**config.mk**
```make
export PLATFORM = sky130hd
export DESIGN_NAME = best_mv_select_flat
export DESIGN_NICKNAME = d
export VERILOG_FILES = /design/src/rtl/best_mv_select_if.sv /design/src/rtl/best_mv_select.sv /design/src/flat_wrapper.sv
export SDC_FILE = /design/constraint.sdc
export NUM_CORES = 1
export LEC_CHECK = 0
export BUFFER_PORTS_ARGS = -buffer_cell sky130_fd_sc_hd__clkbuf_2
export CAP_MARGIN = 10
export CORE_AREA = 10 10 355 357
export CTS_BUF_LIST = sky130_fd_sc_hd__clkbuf_8
export CTS_CLUSTER_SIZE = 25
export DETAILED_ROUTE_END_ITERATION = 10
export DIE_AREA = 0 0 365 367
export PLACE_DENSITY = 0.55
export SLEW_MARGIN = 20
export SYNTH_ARGS = -nofsm -noshare
export SYNTH_HDL_FRONTEND = slang
export SYNTH_SLANG_ARGS = --single-unit
```
**constraint.sdc**
```tcl
create_clock -name clk -period 4.1 [get_ports clk]
set_input_delay 0.41 -clock clk [delete_from_list [all_inputs] [get_ports clk]]
set_output_delay 0.41 -clock clk [all_outputs]
set_load 0.01 [all_outputs]
```
**src/rtl/best_mv_select_if.sv**
```systemverilog
// best_mv_select_if: candidate stream into best_mv_select and per-partition winners/status back out
interface best_mv_select_if #(
   parameter int MV_W  = 7,
   parameter int CNT_W = 12
);
   logic                    start;
   logic                    sad_valid;
   logic                    last;
   logic signed [MV_W-1:0]  mv_x;
   logic signed [MV_W-1:0]  mv_y;
   logic [223:0]            SAD8x8;
   logic [63:0]             SAD16x16;
   logic [17:0]             SAD32x32;
   logic [223:0]            best_sad8x8;
   logic [63:0]             best_sad16x16;
   logic [17:0]             best_sad32x32;
   logic [16*2*MV_W-1:0]    best_mv8x8;
   logic [4*2*MV_W-1:0]     best_mv16x16;
   logic [2*MV_W-1:0]       best_mv32x32;
   logic [CNT_W-1:0]        cand_cnt;
   logic                    busy;
   logic                    done;

   modport master (
      output start, sad_valid, last, mv_x, mv_y, SAD8x8, SAD16x16, SAD32x32,
      input  best_sad8x8, best_sad16x16, best_sad32x32,
      input  best_mv8x8, best_mv16x16, best_mv32x32, cand_cnt, busy, done
   );

   modport slave (
      input  start, sad_valid, last, mv_x, mv_y, SAD8x8, SAD16x16, SAD32x32,
      output best_sad8x8, best_sad16x16, best_sad32x32,
      output best_mv8x8, best_mv16x16, best_mv32x32, cand_cnt, busy, done
   );
endinterface

```
**src/rtl/best_mv_select.sv**
```systemverilog
// best_mv_select: keeps the lowest-metric MV per 8x8/16x16/32x32 partition; MV_COST_EN adds |mv_x|+|mv_y| to the metric
module best_mv_select #(
   parameter int MV_W  = 7,
   parameter int CNT_W = 12
) (
   input logic             clk,
   input logic             rst_n,
   best_mv_select_if.slave bus
);
   typedef enum logic [1:0] {S_IDLE, S_SEARCH, S_DONE} state_t;

   state_t            r_state;
   state_t            w_next;
   logic              w_clear;
   logic              w_accept;
   logic [CNT_W-1:0]  r_cnt;
   logic [2*MV_W-1:0] w_mv;

   assign w_mv = {bus.mv_y, bus.mv_x};

`ifdef MV_COST_EN
   logic [MV_W-1:0] w_abs_x;
   logic [MV_W-1:0] w_abs_y;
   logic [MV_W:0]   w_cost;
   assign w_abs_x = bus.mv_x[MV_W-1] ? MV_W'(-bus.mv_x) : MV_W'(bus.mv_x);
   assign w_abs_y = bus.mv_y[MV_W-1] ? MV_W'(-bus.mv_y) : MV_W'(bus.mv_y);
   assign w_cost  = {1'b0, w_abs_x} + {1'b0, w_abs_y};
`endif

   // state register; reset is active high despite the port name
   always_ff @(posedge clk) begin
      if (rst_n) r_state <= S_IDLE;
      else       r_state <= w_next;
   end

   // next state: start always wins and restarts; a candidate is only taken in SEARCH
   always_comb begin
      w_next   = r_state;
      w_clear  = 1'b0;
      w_accept = 1'b0;
      if (bus.start) begin
         w_next  = S_SEARCH;
         w_clear = 1'b1;
      end else begin
         case (r_state)
            S_SEARCH: begin
               w_accept = bus.sad_valid;
               w_next   = (bus.sad_valid && bus.last) ? S_DONE : S_SEARCH;
            end
            S_DONE:  w_next = S_IDLE;
            default: w_next = S_IDLE;
         endcase
      end
   end

   assign bus.busy = (r_state == S_SEARCH);
   assign bus.done = (r_state == S_DONE);

   // saturating count of accepted candidates
   always_ff @(posedge clk) begin
      if (rst_n || w_clear)              r_cnt <= '0;
      else if (w_accept && r_cnt != '1)  r_cnt <= r_cnt + 1'b1;
   end

   assign bus.cand_cnt = r_cnt;

   for (genvar k = 0; k < 16; k++) begin : g_8x8
      logic [13:0]       w_sad;
      logic              w_win;
      logic [13:0]       r_sad;
      logic [2*MV_W-1:0] r_mv;
      assign w_sad = bus.SAD8x8[14*k +: 14];
`ifdef MV_COST_EN
      logic [14:0] w_met;
      logic [14:0] r_met;
      assign w_met = 15'(w_sad) + 15'(w_cost);
      assign w_win = w_accept && (w_met < r_met);
      // cost-weighted metric of the current winner; all-ones so the first candidate always wins
      always_ff @(posedge clk) begin
         if (rst_n || w_clear) r_met <= '1;
         else if (w_win)       r_met <= w_met;
      end
`else
      assign w_win = w_accept && (w_sad < r_sad);
`endif
      // winner SAD/MV; strict compare keeps the earlier candidate on ties
      always_ff @(posedge clk) begin
         if (rst_n || w_clear) begin
            r_sad <= '1;
            r_mv  <= '0;
         end else if (w_win) begin
            r_sad <= w_sad;
            r_mv  <= w_mv;
         end
      end
      assign bus.best_sad8x8[14*k +: 14]           = r_sad;
      assign bus.best_mv8x8[2*MV_W*k +: 2*MV_W]    = r_mv;
   end

   for (genvar k = 0; k < 4; k++) begin : g_16x16
      logic [15:0]       w_sad;
      logic              w_win;
      logic [15:0]       r_sad;
      logic [2*MV_W-1:0] r_mv;
      assign w_sad = bus.SAD16x16[16*k +: 16];
`ifdef MV_COST_EN
      logic [16:0] w_met;
      logic [16:0] r_met;
      assign w_met = 17'(w_sad) + 17'(w_cost);
      assign w_win = w_accept && (w_met < r_met);
      // cost-weighted metric of the current winner; all-ones so the first candidate always wins
      always_ff @(posedge clk) begin
         if (rst_n || w_clear) r_met <= '1;
         else if (w_win)       r_met <= w_met;
      end
`else
      assign w_win = w_accept && (w_sad < r_sad);
`endif
      // winner SAD/MV; strict compare keeps the earlier candidate on ties
      always_ff @(posedge clk) begin
         if (rst_n || w_clear) begin
            r_sad <= '1;
            r_mv  <= '0;
         end else if (w_win) begin
            r_sad <= w_sad;
            r_mv  <= w_mv;
         end
      end
      assign bus.best_sad16x16[16*k +: 16]         = r_sad;
      assign bus.best_mv16x16[2*MV_W*k +: 2*MV_W]  = r_mv;
   end

   logic [17:0]       w_sad32;
   logic              w_win32;
   logic [17:0]       r_sad32;
   logic [2*MV_W-1:0] r_mv32;
   assign w_sad32 = bus.SAD32x32;
`ifdef MV_COST_EN
   logic [18:0] w_met32;
   logic [18:0] r_met32;
   assign w_met32 = 19'(w_sad32) + 19'(w_cost);
   assign w_win32 = w_accept && (w_met32 < r_met32);
   // cost-weighted metric of the 32x32 winner
   always_ff @(posedge clk) begin
      if (rst_n || w_clear) r_met32 <= '1;
      else if (w_win32)     r_met32 <= w_met32;
   end
`else
   assign w_win32 = w_accept && (w_sad32 < r_sad32);
`endif

   // 32x32 winner SAD/MV
   always_ff @(posedge clk) begin
      if (rst_n || w_clear) begin
         r_sad32 <= '1;
         r_mv32  <= '0;
      end else if (w_win32) begin
         r_sad32 <= w_sad32;
         r_mv32  <= w_mv;
      end
   end

   assign bus.best_sad32x32 = r_sad32;
   assign bus.best_mv32x32  = r_mv32;
endmodule

```
**src/flat_wrapper.sv**
```systemverilog
// flat-port wrapper written by rule: the top's interface ports become plain ports
module best_mv_select_flat 
#(
   parameter int MV_W  = 7,
   parameter int CNT_W = 12
)
  (clk, rst_n, bus_start, bus_sad_valid, bus_last, bus_mv_x, bus_mv_y, bus_SAD8x8, bus_SAD16x16, bus_SAD32x32, bus_best_sad8x8, bus_best_sad16x16, bus_best_sad32x32, bus_best_mv8x8, bus_best_mv16x16, bus_best_mv32x32, bus_cand_cnt, bus_busy, bus_done);
  best_mv_select_if #(.MV_W(MV_W), .CNT_W(CNT_W)) bus_i ();
  input logic clk;
  input logic rst_n;
  input wire logic [$bits(bus_i.start)-1:0] bus_start;
  input wire logic [$bits(bus_i.sad_valid)-1:0] bus_sad_valid;
  input wire logic [$bits(bus_i.last)-1:0] bus_last;
  input wire logic [$bits(bus_i.mv_x)-1:0] bus_mv_x;
  input wire logic [$bits(bus_i.mv_y)-1:0] bus_mv_y;
  input wire logic [$bits(bus_i.SAD8x8)-1:0] bus_SAD8x8;
  input wire logic [$bits(bus_i.SAD16x16)-1:0] bus_SAD16x16;
  input wire logic [$bits(bus_i.SAD32x32)-1:0] bus_SAD32x32;
  output wire logic [$bits(bus_i.best_sad8x8)-1:0] bus_best_sad8x8;
  output wire logic [$bits(bus_i.best_sad16x16)-1:0] bus_best_sad16x16;
  output wire logic [$bits(bus_i.best_sad32x32)-1:0] bus_best_sad32x32;
  output wire logic [$bits(bus_i.best_mv8x8)-1:0] bus_best_mv8x8;
  output wire logic [$bits(bus_i.best_mv16x16)-1:0] bus_best_mv16x16;
  output wire logic [$bits(bus_i.best_mv32x32)-1:0] bus_best_mv32x32;
  output wire logic [$bits(bus_i.cand_cnt)-1:0] bus_cand_cnt;
  output wire logic [$bits(bus_i.busy)-1:0] bus_busy;
  output wire logic [$bits(bus_i.done)-1:0] bus_done;
  assign bus_i.start = bus_start;
  assign bus_i.sad_valid = bus_sad_valid;
  assign bus_i.last = bus_last;
  assign bus_i.mv_x = bus_mv_x;
  assign bus_i.mv_y = bus_mv_y;
  assign bus_i.SAD8x8 = bus_SAD8x8;
  assign bus_i.SAD16x16 = bus_SAD16x16;
  assign bus_i.SAD32x32 = bus_SAD32x32;
  assign bus_best_sad8x8 = bus_i.best_sad8x8;
  assign bus_best_sad16x16 = bus_i.best_sad16x16;
  assign bus_best_sad32x32 = bus_i.best_sad32x32;
  assign bus_best_mv8x8 = bus_i.best_mv8x8;
  assign bus_best_mv16x16 = bus_i.best_mv16x16;
  assign bus_best_mv32x32 = bus_i.best_mv32x32;
  assign bus_cand_cnt = bus_i.cand_cnt;
  assign bus_busy = bus_i.busy;
  assign bus_done = bus_i.done;
  best_mv_select #(.MV_W(MV_W), .CNT_W(CNT_W)) u_core (.clk(clk), .rst_n(rst_n), .bus(bus_i));
endmodule
```
**After elaboration in Yosys (flattened, before gate mapping)**

Cells that the tools add are included.

- Register bits after elaboration: 614
- Input bits: 325
- Output and inout port bits: 614
- Word-level logic and storage cells: 102

- Add/subtract/negate cells: 1
- Magnitude comparators: 21
- Equality and inequality tests: 3
- Mux-type cells: 6
- Bitwise operators: 1
- Reduce and logical (&&, ||, !) cells: 25

Operators with widths:

| kind | number |
|---|---|
| less-than comparator 14 bit | 16 |
| less-than comparator 16 bit | 4 |
| logical AND 1 bit | 23 |
| less-than comparator 18 bit | 1 |
| adder 12 x 1 -> 12 bit (second input constant) | 1 |
| inequality test 12 bit (second input constant) | 1 |
| 2-to-1 mux 1 bit | 5 |
| OR reduction 3 bit | 1 |
| equality test 2 x 1 -> 1 bit (second input constant) | 1 |
| equality test 2 bit (second input constant) | 1 |
| 2-to-1 mux 2 bit | 1 |
| logical OR 1 bit | 1 |
| inverter 1 bit | 1 |

**Logic depth before layout (Yosys ltp)**

Gate-level depths: netlist (run 1).

- Depth after elaboration: 4
- Gate-level depth with buffers: 10
- Gate-level depth less buffers: 8

**Least setup slack after synthesis (run 1)**

Ideal clock, no wire load.

- Path kind: flip-flop to flip-flop
- From: reg u_core.g_16x16[2].r_sad[5]
- To: reg u_core.g_16x16[2].r_sad[10]
- Setup time: 141 ps
- Data arrival time: 2174 ps
- Required time: 3959 ps
- Slack: 1785 ps
- Stages on the path, launching flop included: 11
- Path buffers: 2
- Clock period less this slack: 2315 ps
- Cell sequence: dfxtp_1 -> inv_1 -> ha_1 -> a21o_1 -> a21o_1 -> a211oi_1 -> o21a_1 -> clkbuf_1 -> o21a_1 -> buf_2 -> o211ai_1

- Longest elaborated chain between the ends: 2

Ends and longest elaborated chain:

| what | line | RTL |
|---|---|---|
| start: declaration | best_mv_select.sv:103 | `logic [15:0] r_sad;` |
| start signal: assignment | best_mv_select.sv:125 | `r_sad <= w_sad;` |
| less-than comparator 16 bit | best_mv_select.sv:117 | `assign w_win = w_accept && (w_sad < r_sad);` |
| logical AND 1 bit | best_mv_select.sv:117 |  |

No other way between the ends.
A chain may end at the register's enable or synchronous reset.

**Worst setup path after layout (run 1)**

- From: reg u_core.r_state[1]
- To: reg u_core.g_16x16[2].r_sad[2]

- Longest elaborated chain between the ends: 4

Ends and longest elaborated chain:

| what | line | RTL |
|---|---|---|
| start: declaration | best_mv_select.sv:12 | `state_t r_state;` |
| start signal: assignment | best_mv_select.sv:33 | `else r_state <= w_next;` |
| equality test 2 x 1 -> 1 bit | best_mv_select.sv:45 | `case (r_state)` |
| 2-to-1 mux 1 bit | best_mv_select.sv:45 |  |
| 2-to-1 mux 1 bit | best_mv_select.sv:41 | `if (bus.start) begin` |
| logical AND 1 bit | best_mv_select.sv:117 |  |

No other way between the ends.

==> flow_summary.yaml, run 1 <==
power:
  power_frac_comb_pct: 11.0
  p_seq_share_pct: 44.5
  p_sw_share_pct: 27.4
  powerDensity_nw_per_um2: 337
  power.switching_mw: 3.76
  power_frac_clock_pct: 44.5
  leakage_nw: 20.6
  p_total_mw: 13.7
  ir_worst_vdd_v: 0.000243
  p_int_mw: 9.97
drt:
  post-route-drc-count: 0
  num_vias: 29000
  drt_first_iter_violations: 2014
  antenna_left: 0
  finalWirelength_microns: 128000
  via_per_inst: 4.69
  wl_per_cell_microns: 20.7
  dr.pass1.iters: 5
final_layout:
  final_core_util_pct: 34.2
  nets: 5152
  final_cells: 6189
  drive_above_1_share_pct: 25.7
  area_growth_pct: 40.8
yosys:
  synthTopCellsByCount: "dfxtp_1, nand2_1, inv_1, o21ai_0, ha_1"
  yosys_warnings: 0
  synth-async-reset-ratio_pct: 0
  synth-edff-count: 0
  synth_most_common_cell: "dfxtp_1"
  synth_top_area_share_pct: 42.5
  netlist_area_sq_um: 28900
  ys_seq_area_share_pct: 42.5
  syn_inst: 3340
  synth.largest_area_cell: "dfxtp_1"
  synth_area_leaders: "dfxtp_1, ha_1, o21ai_0"
  yosys_most_used_dff: "dfxtp_1"
  synth_cell_types: 56
  avgSynthCellArea_sq_um: 8.67
  ys_ff_latch: 614
  syn_nets: 3951
setup_path:
  r2r_slack_ns: 1.06
  reg2regPathDepth: 5
  critPathCaptureType: "flop"
  cp.required_ns: 4.70
  cp-endpoint: "u_core.g_16x16[2].r_sad[2]"
  r2r-end: "u_core.g_16x16[2].r_sad[2]"
  cp_max_fo: 18
  cp_data_arrival_time_ns: 3.64
  crit_start: "u_core.r_state[1]"
  reg2reg_from: "u_core.r_state[1]"
  critPathLaunchType: "flop"
  crit_type: "flop to flop"
sta:
  hold_viol_final: 0
  setup_ws_ns: 1.06
  fmax_mhz: 329
  finalSetupViolations: 0
  drv_slew: 0
  final.period_utilization_pct: 74.2
  rsz0062_at_grt: "no"
  relSlewSlack_pct: 25.3
  period_minus_slack_ns: 3.04
  worst_pin_slew_ns: 1.12
  skew_ns: 0.0754
  setup_tns_ns: 0
run_status:
  outcome: "finished, final reports clean"
placed_design:
  hpwl_microns: 96100
  io_buffers: 938
  place_congestion: 0.892
  dp_slack_ns: 0.762
  dp_cells: 5657
grt:
  grt_pass1_vias: 28400
  grt_use_total_pct: 18.1
  grt_pass1_wl_microns: 184000
  grt_max_degree: 214
  gr-total-overflow: 0
  grt_antenna_before_repair: 12
clock_network:
  cts_root_buf: "clkbuf_8"
  clock-sinks: 614
  cts_setup_buffers: 0
  cts_tree: "done"
  clk_latency_ns: 0.78
  cts.path.max_buffers: 3
  ctsResizeCount: 0
  h-tree-depth: 3
  holdBufCountCts: 317
  path_clk_slew_ns: 0.06
  cts_buffers: 113
floorplanning:
  start_util_pct: 24.3
  die_area_sq_um: 134000
  ios: 939
  die_h_microns: 367
  core_sq_um: 119000
  die_w_microns: 365
  core.rowCount: 127
min_path:
  hold_path.class: "input port to flop"
job:
  maxCapViolCount: 0
==> kinds of logic after synthesis <==
| logic type | share of synthesized area (%) |
|---|---|
| and+or+nand+nor | 16.0 |
| muxes | 5.08 |
| xor gates and xnor gates | 0.272 |
| AOI/OAI and AO/OA | 16.3 |
| buffers and inverters | 7.58 |
| adders and majority gates | 12.4 |
| DFF | 42.5 |
==> metal layers <==
layer | vias to the layer above | wire length [microns] | global-route usage [%] | part of all wire [%]
met4 | 0 | 7050 | 9.61 | 5.5
li1 | 14100 | - | - | -
met1 | 13500 | 51000 | 20.9 | 40
met5 | - | 0 | 0 | 0
met3 | 309 | 10300 | 5.36 | 8.1
met2 | 1063 | 59400 | 29.8 | 46
==> sequential cells by signal, summed over array words and instances, names as in the netlist <==
| register | cells |
|---|---|
| u_core.bus.best_mv32x32 | 14 |
| u_core.bus.best_sad32x32 | 18 |
| u_core.bus.cand_cnt | 12 |
| u_core.g_16x16.r_mv | 56 |
| u_core.g_16x16.r_sad | 64 |
| u_core.g_8x8.r_mv | 224 |
| u_core.g_8x8.r_sad | 224 |
| u_core.r_state | 2 |
==> how the worst min path moves through the flow <==
stage,slack [ns],cells past startpoint,endpoint,start
6_report,0.13,3,u_core.g_8x8[4].r_mv[1],bus_mv_x[1]
5_1_grt,0.05,3,u_core.g_8x8[11].r_mv[12],bus_mv_y[5]
4_1_cts,0.007,3,u_core.g_8x8[4].r_mv[1],bus_mv_x[1]
2_1_floorplan,0.48,2,u_core.bus.best_mv32x32[0],u_core.bus.best_mv32x32[0]
3_3_place_gp,0.44,2,u_core.g_8x8[1].r_mv[11],u_core.g_8x8[1].r_mv[11]
3_5_place_dp,0.45,2,u_core.g_8x8[13].r_mv[4],u_core.g_8x8[13].r_mv[4]
==> stage by stage <==
stage | instance area (sq um) | hold WS (ns)
finish | 40800 | 0.131
global route | 40700 | 0.0478
CTS | 40700 | 0.00703
detailed placement | 35200 | 0.448
global placement | 35200 | 0.442
floorplan | 28900 | 0.479
==> placed cells by master (no fill, tap or decap), types with 137 or more instances in the layout <==
cell type | netlist | routed
clkbuf_8 | 0 | 137
nor2_1 | 173 | 172
ha_1 | 286 | 286
nand3_1 | 215 | 215
dfxtp_1 | 614 | 614
dlygate4sd3_1 | 0 | 317
nor3_1 | 147 | 147
mux2i_1 | 147 | 147
clkbuf_2 | 0 | 938
nand2_1 | 313 | 313
o211ai_1 | 147 | 147
o21ai_0 | 297 | 297
inv_1 | 306 | 349
==> area by class of cell <==
class	count	area, sq um
clock inverter	64	449
clock buffer	137	1890
fill	12400	78300
tap	1548	1940
sequential	614	12300
multi-input combinational	2190	14600
inverter	306	1150
antenna	14	35.0
timing repair buffer	1316	8390
==> power groups by stage <==
stage               clock [mW]  sequential (mW)  combinational, mW
floorplan                    0             6.26              0.601
global placement             0             6.23               1.24
detailed placement           0             6.23               1.25
CTS                       6.31             6.10               1.52
global route              6.56             6.11               1.65
finish                    6.11             6.11               1.51
==> critical path, cell delays in order (launching register included) <==
cell,delay [ns]
dfxtp_1,0.32
nand4bb_4,0.50
buf_4,0.45
a211oi_4,0.78
o21a_1,0.62
o211ai_1,0.16
Power figures use the tool's default switching activity.
==> inputs of run 2 (changes only) <==
--- a/config.mk
+++ b/config.mk
@@ -5,14 +5,15 @@
 export SDC_FILE = /design/constraint.sdc
 export NUM_CORES = 1
 export LEC_CHECK = 0
+export ABC_AREA = 1
 export BUFFER_PORTS_ARGS = -buffer_cell sky130_fd_sc_hd__clkbuf_2
 export CAP_MARGIN = 10
-export CORE_AREA = 10 10 355 357
+export CORE_AREA = 10 10 360 362
 export CTS_BUF_LIST = sky130_fd_sc_hd__clkbuf_8
 export CTS_CLUSTER_SIZE = 25
 export DETAILED_ROUTE_END_ITERATION = 10
-export DIE_AREA = 0 0 365 367
-export PLACE_DENSITY = 0.55
+export DIE_AREA = 0 0 370 372
+export PLACE_DENSITY = 0.58
 export SLEW_MARGIN = 20
 export SYNTH_ARGS = -nofsm -noshare
 export SYNTH_HDL_FRONTEND = slang
==> constraint.sdc (replaced) <==
create_clock -name clk -period 2.5 [get_ports clk]
set_input_delay 0.25 -clock clk [delete_from_list [all_inputs] [get_ports clk]]
set_output_delay 0.25 -clock clk [all_outputs]
set_load 0.01 [all_outputs]
==> run 2 against run 1 <==
  * Total power increased by 69%
  * Global-route usage increased by 1.6 points
  * Synthesized cell count rose by 37%
  * Largest power group is now clock
  * First-iteration DRC count is 23% higher
  * Hold slack worse by 0.062 ns
  * Critical path type unchanged
  * Clock skew down 0.025 ns
  * Die area is 2.8% higher
  * Critical endpoint is now u_core.g_8x8[7].r_sad[10]
  * Flip-flop and latch count unchanged
  * Maximum frequency increased by 29%
  * Sequential power rose by 65%
==> flow_summary.yaml, run 2 <==
run_status:
  outcome: "finished, final reports clean"
floorplanning:
  die_area_sq_um: 138000
  die_w_microns: 370
  core_sq_um: 123000
  start_util_pct: 25.8
  core.rowCount: 129
  ios: 939
  die_h_microns: 372
setup_path:
  crit_buf_inv: 3
  cp.required_ns: 3.20
  critPathLaunchType: "flop"
  slowest_stage: "dlygate4sd3_1"
  crit_start: "u_core.g_8x8[7].r_sad[9]"
  reg2regPathDepth: 10
  critPathMaxStageDelay_ns: 0.55
  cp.depth: 10
  cp_data_arrival_time_ns: 3.06
  crit_path_cell_trace: "inv_1 > ha_1 > a21oi_1 > nand2_1 > a21oi_1 > nand3_2 > buf_12 > nand2_1 > nand3_1 > dlygate4sd3_1"
  reg2reg_from: "u_core.g_8x8[7].r_sad[9]"
  crit_type: "flop to flop"
  cp_max_fo: 37
  critPathCaptureType: "flop"
  crit_family: "buffers and inverters"
drt:
  num_vias: 34500
  dr.pass1.iters: 7
  post-route-drc-count: 0
  antenna_left: 0
  wl_per_cell_microns: 18.9
  via_per_inst: 4.57
  drt_first_iter_violations: 2487
  finalWirelength_microns: 143000
sta:
  finalSetupViolations: 0
  rsz0062_at_grt: "no"
  hold_viol_final: 0
  drv_slew: 0
  worst_pin_slew_ns: 0.714
  fmax_mhz: 424
  final.period_utilization_pct: 94.3
  skew_ns: 0.0500
  hold_ws_ns: 0.0690
  setup_tns_ns: 0
  setup_ws_ns: 0.143
  period_minus_slack_ns: 2.36
  relSlewSlack_pct: 52.4
clock_network:
  cts_buffers: 113
  clock-sinks: 614
  path_clk_slew_ns: 0.06
  cts.path.max_buffers: 3
  h-tree-depth: 3
  cts_root_buf: "clkbuf_8"
  clk_latency_ns: 0.81
  cts_tree: "done"
min_path:
  hold_path.class: "input port to flop"
  whs_path_depth: 3
  hold_start: "bus_mv_x[6]"
yosys:
  synth-async-reset-ratio_pct: 0
  avgSynthCellArea_sq_um: 6.94
  syn_inst: 4561
  synth_area_leaders: "dfxtp_1, nand2_1, ha_1"
  muxShareOfSynthArea_pct: 0
  synth_compound_gate_area_share_pct: 4.71
  synth.largest_area_cell: "dfxtp_1"
  yosys_warnings: 0
  synth-edff-count: 0
  synthSimpleGateAreaFrac_pct: 33.7
  netlist_area_sq_um: 31700
  synth_top_area_share_pct: 38.8
  synth_fa_ha_area_share_pct: 11.3
  synth_top_family_by_area: "simple AND/OR/NAND/NOR gates"
  synth_xor_area_share_pct: 0.138
  ys_ff_latch: 614
  yosys_most_used_dff: "dfxtp_1"
  synthTopCellsByCount: "nand2_1, inv_1, dfxtp_1, nor2_1, nand3_1"
  synth_most_common_cell: "nand2_1"
  ys_seq_area_share_pct: 38.8
  synth_cell_types: 31
  syn_nets: 5172
final_layout:
  area_growth_pct: 40.3
  mostFrequentLayoutCell: "nand2_1"
  nets: 6440
  drive_above_1_share_pct: 21.4
  final_core_util_pct: 36.2
  final_cell_mix: "nand2_1, clkbuf_2, inv_1"
  reg_top3: "u_core.g_8x8.r_mv: 224 flops, u_core.g_8x8.r_sad: 224 flops, u_core.g_16x16.r_sad: 64 flops"
  register_area_sq_um: 12300
  multi_input_area_sq_um: 15900
  fillCellCount: 12900
grt:
  grt_pass1_vias: 33500
  gr-total-overflow: 0
  grt_pass1_wl_microns: 208000
  grt_max_degree: 89
  grt_use_total_pct: 19.6
  grt_antenna_before_repair: 9
power:
  ir_worst_vdd_v: 0.000372
  powerDensity_nw_per_um2: 522
  p_total_mw: 23.2
  leakage_nw: 25.6
placed_design:
  io_buffers: 938
  place_congestion: 0.912
  hpwl_microns: 106000
  dp_slack_ns: 0.302
job:
  maxCapViolCount: 0
run 2: changes by cell type after synthesis, sizes merged, moves of 147 or more:
cell	previous run	this run
nand2	314	1123
nor2	176	602
inv	306	633
nand3	215	499
o21ai	301	45
nand4	35	230
mux2i	147	0
run 2: worst paths after layout:
kind                                 to  slack, ns
min             u_core.g_8x8[6].r_mv[6]       0.07
max           u_core.g_8x8[7].r_sad[10]       0.14
max reg2reg   u_core.g_8x8[7].r_sad[10]       0.14
min reg2reg  u_core.g_8x8[14].r_sad[10]       0.48
run 2: what timing repair did:
action	CTS	global route
setup endpoints to repair	0	17
hold endpoints to repair	413	0
gates resized for setup	0	11
hold buffers	350	0
setup buffers	0	6
run 2: cell families (layout without fill, tap and decap cells):
family	after synthesis	count (layout)
and+or+nand+nor	2484	2484
AOI/OAI and AO/OA	272	272
xor gates and xnor gates	5	5
buffers and inverters	900	2252
DFF	614	614
adders and majority gates	286	286
other	0	6
run 2: layer usage:
layer  track usage (%)  share of wire [%]
met1              22.2                 39
met2              34.0                 48
met3              5.19                7.6
met4              9.59                5.1
met5                 0                  0
run 2: area by class of cell:
cell class	count	share of cell area [%]
clock inverter	49	0.664
multi-input combinational	3047	35.7
inverter	634	5.36
tap	1637	4.61
sequential	614	27.7
timing repair buffer	1419	21.4
clock buffer	150	4.65
antenna	6	0.0338
run 2: worst reg2reg max path: stages, from the launching register on:
cell and delay, ns:
dfxtp_1 0.36, inv_1 0.06, ha_1 0.30, a21oi_1 0.18, nand2_1 0.07, a21oi_1 0.20
nand3_2 0.15, buf_12 0.20, nand2_1 0.10, nand3_1 0.06, dlygate4sd3_1 0.55
run 2: power breakdown:
group | total [mW] | internal [mW] | switching (mW) | leakage, nW
Sequential | 10.1 | 9.96 | 0.131 | 4.98
Combinational | 2.93 | 1.18 | 1.75 | 19.3
Clock | 10.2 | 5.54 | 4.63 | 1.35
Total | 23.2 | 16.7 | 6.51 | 25.6
run 2: stage by stage:
stage          area [sq um]  std cells
2_1_floorplan         31700       4561
3_3_place_gp          38400       6993
3_5_place_dp          38400       6993
4_1_cts               44300       7542
5_1_grt               44400       7554
6_report              44400       7556
